`config.mk`:
```
export PLATFORM = sky130hd
export DESIGN_NAME = overlay_scheduler
export DESIGN_NICKNAME = d
export VERILOG_FILES = /design/src/rtl/overlay_pkg.sv /design/src/rtl/overlay_timer.sv /design/src/rtl/overlay_scheduler.sv
export SDC_FILE = /design/constraint.sdc
export NUM_CORES = 1
export LEC_CHECK = 0
export CAP_MARGIN = 20
export CORE_MARGIN = 4
export CORE_UTILIZATION = 64
export DETAILED_ROUTE_END_ITERATION = 10
export PLACE_DENSITY = 0.85
export SLEW_MARGIN = 15
export SYNTH_ARGS = -nofsm -noshare
export SYNTH_HDL_FRONTEND = slang
export SYNTH_SLANG_ARGS = --single-unit
```
`constraint.sdc`:
```
create_clock -name clk -period 7.8 [get_ports clk]
set_input_delay 1.17 -clock clk [delete_from_list [all_inputs] [get_ports clk]]
set_output_delay 1.17 -clock clk [all_outputs]
set_load 0.1 [all_outputs]
```
`src/rtl/overlay_pkg.sv`:
```
`default_nettype none
// ============================================================================
//  Module   : overlay_pkg
//  Purpose  : Shared types and helpers for the full-screen overlay scheduler.
//  Revision : 1.0 - initial release
// ============================================================================
package overlay_pkg;

    typedef enum logic [1:0] {
        NONE     = 2'd0,
        BANNER   = 2'd1,
        VICTORY  = 2'd2,
        GAMEOVER = 2'd3
    } overlay_sel_t;

    typedef enum logic [1:0] {
        IDLE  = 2'd0,
        ARM   = 2'd1,
        SHOW  = 2'd2,
        DRAIN = 2'd3
    } sched_state_t;

    // Pending vector layout: bit0 banner, bit1 victory, bit2 game over.
    function automatic overlay_sel_t prio_encode(input logic [2:0] pending);
        overlay_sel_t sel;
        sel = NONE;
        if (pending[2])      sel = GAMEOVER;
        else if (pending[1]) sel = VICTORY;
        else if (pending[0]) sel = BANNER;
        return sel;
    endfunction

    function automatic logic [2:0] sel_mask(input overlay_sel_t sel);
        logic [2:0] mask;
        case (sel)
            BANNER:   mask = 3'b001;
            VICTORY:  mask = 3'b010;
            GAMEOVER: mask = 3'b100;
            default:  mask = 3'b000;
        endcase
        return mask;
    endfunction

endpackage
`default_nettype wire

```
`src/rtl/overlay_timer.sv`:
```
`default_nettype none
// ============================================================================
//  Module   : overlay_timer
//  Purpose  : Overlay display timer with registered expiry flag.
//             OVERLAY_SKIP_EN adds the min-elapsed flag used by skip.
//  Revision : 1.0 - initial release
// ============================================================================
module overlay_timer #(
    parameter int TIMER_W = 29
) (
    input  logic               clk,
    input  logic               reset_n,
    input  logic               i_clear,
    input  logic               i_enable,
    input  logic [TIMER_W-1:0] i_dur,
`ifdef OVERLAY_SKIP_EN
    output logic               o_min_elapsed,
`endif
    output logic               o_expire
);

    logic [TIMER_W-1:0] r_count;
    logic [TIMER_W-1:0] w_count_nxt;

    always_comb begin
        w_count_nxt = r_count;
        if (i_clear)
            w_count_nxt = '0;
        else if (i_enable)
            w_count_nxt = r_count + TIMER_W'(1);
    end

    // Expiry is computed from the next count so it lines up with the
    // cycle in which the counter holds DUR-1.
    always_ff @(posedge clk or negedge reset_n) begin
        if (!reset_n) begin
            r_count  <= '0;
            o_expire <= 1'b0;
        end else begin
            r_count  <= w_count_nxt;
            o_expire <= (w_count_nxt == (i_dur - TIMER_W'(1)));
        end
    end

`ifdef OVERLAY_SKIP_EN
    assign o_min_elapsed = (r_count >= (i_dur >> 2));
`endif

endmodule
`default_nettype wire

```
`src/rtl/overlay_scheduler.sv`:
```
`default_nettype none
// ============================================================================
//  Module   : overlay_scheduler
//  Purpose  : Priority arbiter and frame-aligned timer for full-screen overlays.
//             Optional macro OVERLAY_SKIP_EN adds the skip_btn input.
//  Revision : 1.0 - initial release
// ============================================================================
module overlay_scheduler
    import overlay_pkg::*;
#(
    parameter int unsigned BANNER_CYCLES   = 100000000,
    parameter int unsigned VICTORY_CYCLES  = 250000000,
    parameter int unsigned GAMEOVER_CYCLES = 250000000,
    parameter int          TIMER_W         = 29
) (
    input  logic       clk,
    input  logic       reset_n,
    input  logic       frame_start,
    input  logic       req_banner,
    input  logic       req_victory,
    input  logic       req_gameover,
`ifdef OVERLAY_SKIP_EN
    input  logic       skip_btn,
`endif
    output logic       overlay_active,
    output logic [1:0] overlay_sel,
    output logic       freeze_game,
    output logic       overlay_done,
    output logic [1:0] done_sel,
    output logic       game_restart
);

    sched_state_t       r_state;
    overlay_sel_t       r_cur_sel;
    logic [2:0]         r_pending;
    logic [2:0]         w_req;
    logic [2:0]         w_clr;
    overlay_sel_t       w_grant_sel;
    logic               w_grant;
    logic               w_preempt;
    logic               w_expire;
    logic               w_skip;
    logic [TIMER_W-1:0] w_dur;

    assign w_req       = {req_gameover, req_victory, req_banner};
    assign w_grant_sel = prio_encode(r_pending);
    // Only the banner can be displaced, and only by victory or game over.
    assign w_preempt   = (r_state != IDLE) && (r_cur_sel == BANNER) &&
                         (r_pending[2:1] != 2'b00);
    assign w_grant     = w_preempt || ((r_state == IDLE) && (r_pending != 3'b000));
    assign w_clr       = w_grant ? sel_mask(w_grant_sel) : 3'b000;

    always_comb begin
        case (r_cur_sel)
            BANNER:   w_dur = TIMER_W'(BANNER_CYCLES);
            VICTORY:  w_dur = TIMER_W'(VICTORY_CYCLES);
            GAMEOVER: w_dur = TIMER_W'(GAMEOVER_CYCLES);
            default:  w_dur = TIMER_W'(1);
        endcase
    end

`ifdef OVERLAY_SKIP_EN
    logic r_skip_q;
    logic w_min_elapsed;

    always_ff @(posedge clk or negedge reset_n) begin
        if (!reset_n) r_skip_q <= 1'b0;
        else          r_skip_q <= skip_btn;
    end

    assign w_skip = (r_state == SHOW) && skip_btn && !r_skip_q && w_min_elapsed;
`else
    assign w_skip = 1'b0;
`endif

    overlay_timer #(
        .TIMER_W (TIMER_W)
    ) u_timer (
        .clk           (clk),
        .reset_n       (reset_n),
        .i_clear       (r_state != SHOW),
        .i_enable      (r_state == SHOW),
        .i_dur         (w_dur),
`ifdef OVERLAY_SKIP_EN
        .o_min_elapsed (w_min_elapsed),
`endif
        .o_expire      (w_expire)
    );

    always_ff @(posedge clk or negedge reset_n) begin
        if (!reset_n) begin
            r_state        <= IDLE;
            r_cur_sel      <= NONE;
            r_pending      <= 3'b000;
            overlay_active <= 1'b0;
            overlay_sel    <= 2'b00;
            freeze_game    <= 1'b0;
            overlay_done   <= 1'b0;
            done_sel       <= 2'b00;
            game_restart   <= 1'b0;
        end else begin
            // A request landing on the bit being granted survives the clear.
            r_pending    <= (r_pending & ~w_clr) | w_req;
            overlay_done <= 1'b0;
            done_sel     <= NONE;
            game_restart <= 1'b0;

            if (w_preempt) begin
                r_state        <= ARM;
                r_cur_sel      <= w_grant_sel;
                overlay_sel    <= w_grant_sel;
                overlay_active <= 1'b0;
            end else begin
                case (r_state)
                    IDLE: if (w_grant) begin
                        r_state     <= ARM;
                        r_cur_sel   <= w_grant_sel;
                        overlay_sel <= w_grant_sel;
                        freeze_game <= 1'b1;
                    end
                    ARM: if (frame_start) begin
                        r_state        <= SHOW;
                        overlay_active <= 1'b1;
                    end
                    // A frame_start coinciding with expiry is not consumed here.
                    SHOW: if (w_expire || w_skip) begin
                        r_state <= DRAIN;
                    end
                    DRAIN: if (frame_start) begin
                        r_state        <= IDLE;
                        r_cur_sel      <= NONE;
                        overlay_sel    <= NONE;
                        overlay_active <= 1'b0;
                        freeze_game    <= 1'b0;
                        overlay_done   <= 1'b1;
                        done_sel       <= r_cur_sel;
                        game_restart   <= (r_cur_sel == VICTORY) || (r_cur_sel == GAMEOVER);
                    end
                    default: r_state <= IDLE;
                endcase
            end
        end
    end

endmodule
`default_nettype wire

```
==> results of run 1 <==
==> final timing paths <==
| check | from | end | slack (ps) | cells after the start |
|---|---|---|---|---|
| max in group asynchronous | reset_n | r_state[0] | 6200 | 1 |
| min | freeze_game | freeze_game | 510 | 1 |
| min reg2reg | freeze_game | freeze_game | 510 | 1 |
| min in group asynchronous | reset_n | u_timer.r_count[10] | 1020 | 1 |
| max reg2reg | r_state[0] | u_timer.o_expire | 4460 | 9 |
| max | r_cur_sel[1] | overlay_sel[1] | 4460 | 1 |
==> power groups by stage <==
stage | combinational, µW | sequential, µW | clock, µW
after floorplan | 172 | 368 | 0
after global placement | 322 | 290 | 0
after detailed placement | 324 | 291 | 0
after CTS | 329 | 287 | 144
after global routing | 358 | 295 | 154
final | 330 | 287 | 141
==> per-layer routing <==
| layer | share of wire [%] | vias to the layer above | global-route usage, % |
|---|---|---|---|
| li1 | - | 1018 | - |
| met4 | 3.1 | 0 | 11.5 |
| met1 | 43 | 1061 | 32.8 |
| met5 | 0 | - | 0 |
| met2 | 48 | 89 | 39.3 |
| met3 | 6.1 | 24 | 6.25 |
==> flip-flops by register name (all words and copies together), names as in the netlist, 2 cells and up <==
name and cells:
done_sel 2, r_cur_sel 2, r_pending 3, r_state 2, u_timer.r_count 29
==> through the flow <==
stage | hold WS (ps) | power, µW | utilization [%] | std cells
finish | 506 | 759 | 73.4 | 323
detailed placement | 495 | 616 | 71.0 | 316
floorplan | 489 | 539 | - | 265
global placement | 487 | 612 | 71.0 | 316
global route | 550 | 807 | 73.4 | 323
CTS | 512 | 760 | 73.4 | 323
==> cell families (layout without fill, tap and decap cells) <==
family,Yosys count,after routing,share of synthesized area (%)
AOI/OAI and AO/OA,61,61,15.9
xor gates and xnor gates,9,9,3.15
adders and majority gates,5,5,2.50
buffers and inverters,19,29,3.44
DFF,43,43,42.9
muxes,6,6,2.45
and+or+nand+nor,122,122,29.7
==> layout by cell type, fill, tap and decap left out, types with 2 or more instances in the layout <==
master / count
dfrtp_1: 43
a21oi_1: 18
xnor2_1: 4
o31ai_1: 5
nand2b_1: 4
and3b_1: 2
o21ai_0: 13
nor3b_1: 3
nor2_1: 23
nor3_1: 7
a221oi_1: 2
xor2_1: 5
and2_1: 4
and4_1: 3
or3_1: 5
o22ai_1: 3
a21oi_2: 2
inv_1: 8
ha_1: 5
clkbuf_8: 6
or4_1: 7
a21o_1: 3
nor4_1: 4
clkdlybuf4s50_1: 12
nand4_1: 13
mux2i_1: 5
nand3_1: 10
nand2_1: 15
o21a_1: 2
and3_1: 8
==> cell type report <==
type	count	area (µm²)
well taps	48	60.1
flip-flops and latches	43	1080
multi-input cells	203	1340
clock inverters	1	5.00
clock buffers	6	82.6
fillers	298	990
repair buffers	13	125
inverters	9	33.8
==> results.sh, run 1 <==
export IMPL_holdBufCountCts=0
export IMPL_grt_pass1_wl_um=9900
export IMPL_slowest_stage="clkdlybuf4s50_1"
export IMPL_drive_gt1_share_pct=8.36
export IMPL_clock_latency_ps=290
export IMPL_cts_sinks=43
export IMPL_drc=0
export IMPL_rows=22
export IMPL_synthTopCellsByCount="43 x dfrtp_1, 23 x nor2_1, 18 x a21oi_1"
export IMPL_die_h_um=70.6
export IMPL_numCtsBuffers=5
export IMPL_post_drt_wl_per_cell_um=17.7
export IMPL_synth_area_leader_cell="dfrtp_1"
export IMPL_hold_path_class="flop to flop"
export IMPL_synth_ff_type="dfrtp_1"
export IMPL_grt_use_total_pct=25.0
export IMPL_finalSetupTns_ps=0
export IMPL_drt_wl_total_um=5720
export IMPL_yosysTopAreaCellShare_pct=42.9
export IMPL_synth_seq_cells=43
export IMPL_worstPathArrival_ps=2170
export IMPL_yosysSeqAreaShare_pct=42.9
export IMPL_worst_pin_slew_ps=1040
export IMPL_drt_first_pass_iters=5
export IMPL_yosysMostFrequentCell="dfrtp_1"
export IMPL_clk_pin_slew_worst_paths_ps=70
export IMPL_slowest_delay_ps=1230
export IMPL_synth_avg_cell_area_um2=9.46
export IMPL_synth_area_leaders="dfrtp_1 43%, a21oi_1 3.6%, nor2_1 3.4%"
export IMPL_ant_nets=0
export IMPL_seqPwrFrac_pct=37.9
export IMPL_async_reset_ff_share_pct=100
export IMPL_post_cts_buffers=0
export IMPL_p_comb_share_pct=43.5
export IMPL_postLayoutCellArea_um2=2730
export IMPL_hold_viol=0
export IMPL_routabilityCongestion=0.876
export IMPL_yosys_warnings=0
export IMPL_syn_inst=265
export IMPL_fin_crit_ps=3340
export IMPL_dieArea_um2=4980
export IMPL_antenna_found_initial=0
export IMPL_clockBufferDepth=2
export IMPL_cp_start_kind="flop"
export IMPL_drv_slew=0
export IMPL_pre_cts_ws_ps=4500
export IMPL_internal_power_uw=422
export IMPL_fmax_ghz=0.300
export IMPL_crit_path_max_fanout=16
export IMPL_maxSlewHeadroom_pct=29.9
export IMPL_end_kind="output port"
export IMPL_worst_setup_path_type="flop to output port"
export IMPL_via_per_inst=6.79
export IMPL_synth_edff_count=0
export IMPL_p_sw_uw=337
export IMPL_start_util_pct=67.4
export IMPL_clockRootBuffer="clkbuf_8"
export IMPL_fin_skew_ps=7.74
export IMPL_die_w_um=70.6
export IMPL_drtIter0Drc=146
export IMPL_core_um2=3720
export IMPL_grt_overflow_total=0
export IMPL_p_leak_uw=0.00110
export IMPL_numPortBuffers=13
export IMPL_nNetsFinal=286
export IMPL_synth_area_um2=2510
export IMPL_area_delta_synth_final_pct=8.79
export IMPL_ir_drop_mv=0.245
export IMPL_place_hpwl_um=4000
export IMPL_finalSetupViolCount=0
export IMPL_post_route_period_util_pct=42.8
export IMPL_clockPowerShare_pct=18.6
export IMPL_diodes=0
export IMPL_dpl_cell_area_um2=2640
export IMPL_status="completed"
export IMPL_rsz0062_at_grt="false"
export IMPL_power_density_nw_per_um2=278
export IMPL_setup_ws_ps=4460
export IMPL_grt_max_degree=44
export IMPL_crit_required_ps=6630
export IMPL_drv_cap=0
export IMPL_crit_family="buffers and inverters"
export IMPL_cts_tree="yes"
export IMPL_synth_cell_types=61
export IMPL_critPathBufInv=1
export IMPL_vias=2192
export IMPL_io_pins=14
export IMPL_synth_fp_nets=276
export IMPL_cts_resized=0
export IMPL_h_tree_depth=2
export IMPL_grt_pass1_vias=2122
export IMPL_swShare_pct=44.4
export IMPL_worstPathCellList="clkdlybuf4s50_1"
Power figures use the tool's default switching activity.
==> run 2: changes to the inputs <==
- CORE_UTILIZATION: 64 -> 54
- PLACE_DENSITY: 0.85 -> 0.76
- clock period: 7.8 -> 2.85 ns (I/O delays scaled with it)
==> run 2 against run 1 <==
Power grew to 3.1 times the previous value. Global-route usage shrank 5.9 points. Clock skew decreased by 2.5 ps. Sequential share of layout area shrank 1.7 points. Final cell count up 5.0%. Die area up 16%. Critical path type is now flop to flop. Register-to-register slack lost 4300 ps. Critical path depth rose by 8. Setup slack worse by 4300 ps. Clock power increased to 3.9 times the previous value.
==> results.sh, run 2 (synthesis results as in run 1) <==
export IMPL_grt_use_total_pct=19.1
export IMPL_crit_family="simple AND/OR/NAND/NOR gates"
export IMPL_drc=0
export IMPL_clockRootBuffer="clkbuf_8"
export IMPL_crit_path_max_fanout=5
export IMPL_hold_viol=0
export IMPL_core_um2=4410
export IMPL_routabilityCongestion=0.842
export IMPL_end_kind="flop"
export IMPL_largest_reg_flops=29
export IMPL_diodes=0
export IMPL_fmax_ghz=0.369
export IMPL_crit_required_ps=3050
export IMPL_drv_slew=0
export IMPL_dieArea_um2=5800
export IMPL_grt_max_degree=44
export IMPL_cts_sinks=43
export IMPL_worstPathArrival_ps=2910
export IMPL_numCtsBuffers=5
export IMPL_r2r_setup_slack_ps=140
export IMPL_ir_drop_mv=0.730
export IMPL_power_density_nw_per_um2=815
export IMPL_numPortBuffers=13
export IMPL_worst_setup_path_type="flop to flop"
export IMPL_ff2ff_path_depth=9
export IMPL_status="completed"
export IMPL_rr_startpoint="r_state[0]"
export IMPL_met2_usage_pct=31.6
export IMPL_drt_first_pass_iters=4
export IMPL_top_regs="u_timer.r_count: 29 flops, r_pending: 3 flops"
export IMPL_h_tree_depth=2
export IMPL_place_hpwl_um=3930
export IMPL_die_h_um=76.1
export IMPL_cts_tree="yes"
export IMPL_slowest_delay_ps=540
export IMPL_grt_pass1_vias=2023
export IMPL_vias=2114
export IMPL_dp_cells=329
export IMPL_hold_path_class="input pin to asynchronous set/reset pin"
export IMPL_grt_use_met3_pct=2.84
export IMPL_cp_start_kind="flop"
export IMPL_antenna_found_initial=0
export IMPL_drtIter0Drc=173
export IMPL_top_register="u_timer.r_count"
export IMPL_nNetsFinal=297
export IMPL_clock_latency_ps=290
export IMPL_clk_pin_slew_worst_paths_ps=80
export IMPL_finalSetupViolCount=0
export IMPL_mostFrequentLayoutCell="dfrtp_1"
export IMPL_worst_pin_slew_ps=967
export IMPL_grt_pass1_wl_um=9330
export IMPL_finalSetupTns_ps=0
export IMPL_rows=24
export IMPL_drive_gt1_share_pct=15.3
export IMPL_met1_usage_pct=25.5
export IMPL_grt_overflow_total=0
export IMPL_worstPathCellList="inv_1, ha_1, nand2b_2, mux2i_1, or4_1, or4_1, a221oi_2, nand4_1, nor4_2"
export IMPL_critPathBufInv=1
export IMPL_p_leak_uw=0.00118
export IMPL_drt_wl_total_um=5500
export IMPL_drv_cap=0
export IMPL_start_util_pct=56.8
export IMPL_cpMostUsedCell="or4_1"
export IMPL_rsz0062_at_grt="false"
export IMPL_r2r_end="u_timer.o_expire"
export IMPL_layout_common_cells="43 x dfrtp_1, 23 x nor2_1, 19 x buf_4"
export IMPL_fin_skew_ps=5.21
export IMPL_area_delta_synth_final_pct=13.7
export IMPL_grt_busiest_layer="met2"
export IMPL_post_drt_wl_per_cell_um=16.2
export IMPL_maxSlewHeadroom_pct=35.6
export IMPL_ant_nets=0
export IMPL_fin_crit_ps=2710
export IMPL_die_w_um=76.1
export IMPL_io_pins=14
export IMPL_slowest_stage="or4_1"
export IMPL_layout_cells_non_filler=339
export IMPL_via_per_inst=6.24
export IMPL_clockBufferDepth=2
export IMPL_post_route_period_util_pct=95.0
==> run 2: per-stage QoR <==
step	utilization, %	cell area, µm²	power [µW]	setup WS, ps	hold WS [ps]
after floorplan	-	2510	1480	80.0	132
final	64.5	2850	2320	143	294
after global routing	64.5	2850	2460	3.37	365
after CTS	64.0	2820	2310	59.1	324
after detailed placement	61.0	2690	1750	76.3	501
after global placement	61.0	2690	1730	142	492
==> run 2: timing repair <==
| item | CTS | global route |
|---|---|---|
| resized for setup | 0 | 2 |
| hold buffers | 0 | 0 |
| setup buffers | 0 | 2 |
| setup endpoints to repair | 0 | 1 |
==> run 2: layout make-up <==
type | instances | area [µm²]
fillers | 373 | 1570
inverters | 9 | 33.8
repair buffers | 24 | 188
clock buffers | 6 | 72.6
well taps | 52 | 65.1
clock inverters | 2 | 60.1
multi-input cells | 203 | 1350
flip-flops and latches | 43 | 1080
==> run 2: routing by layer <==
layer | wire length (µm) | vias to the layer above
li1 | - | 1041
met1 | 2510 | 1006
met2 | 2610 | 57
met3 | 275 | 10
met4 | 102 | 0
met5 | 0 | -
==> run 2: worst max path at each step <==
stage	startpoint	to	slack (ps)	depth (start not counted)
6_report	r_state[0]	u_timer.o_expire	140	9
5_1_grt	r_state[0]	u_timer.o_expire	3	9
4_1_cts	r_state[0]	u_timer.o_expire	60	9
3_5_place_dp	r_state[0]	u_timer.o_expire	80	9
3_3_place_gp	r_state[0]	u_timer.o_expire	140	9
2_1_floorplan	r_cur_sel[0]	u_timer.o_expire	80	8
==> run 2: power by group <==
part	total, µW	internal [µW]	switching, µW
Combinational	1030	341	693
Sequential	734	685	49.4
Clock	553	350	203
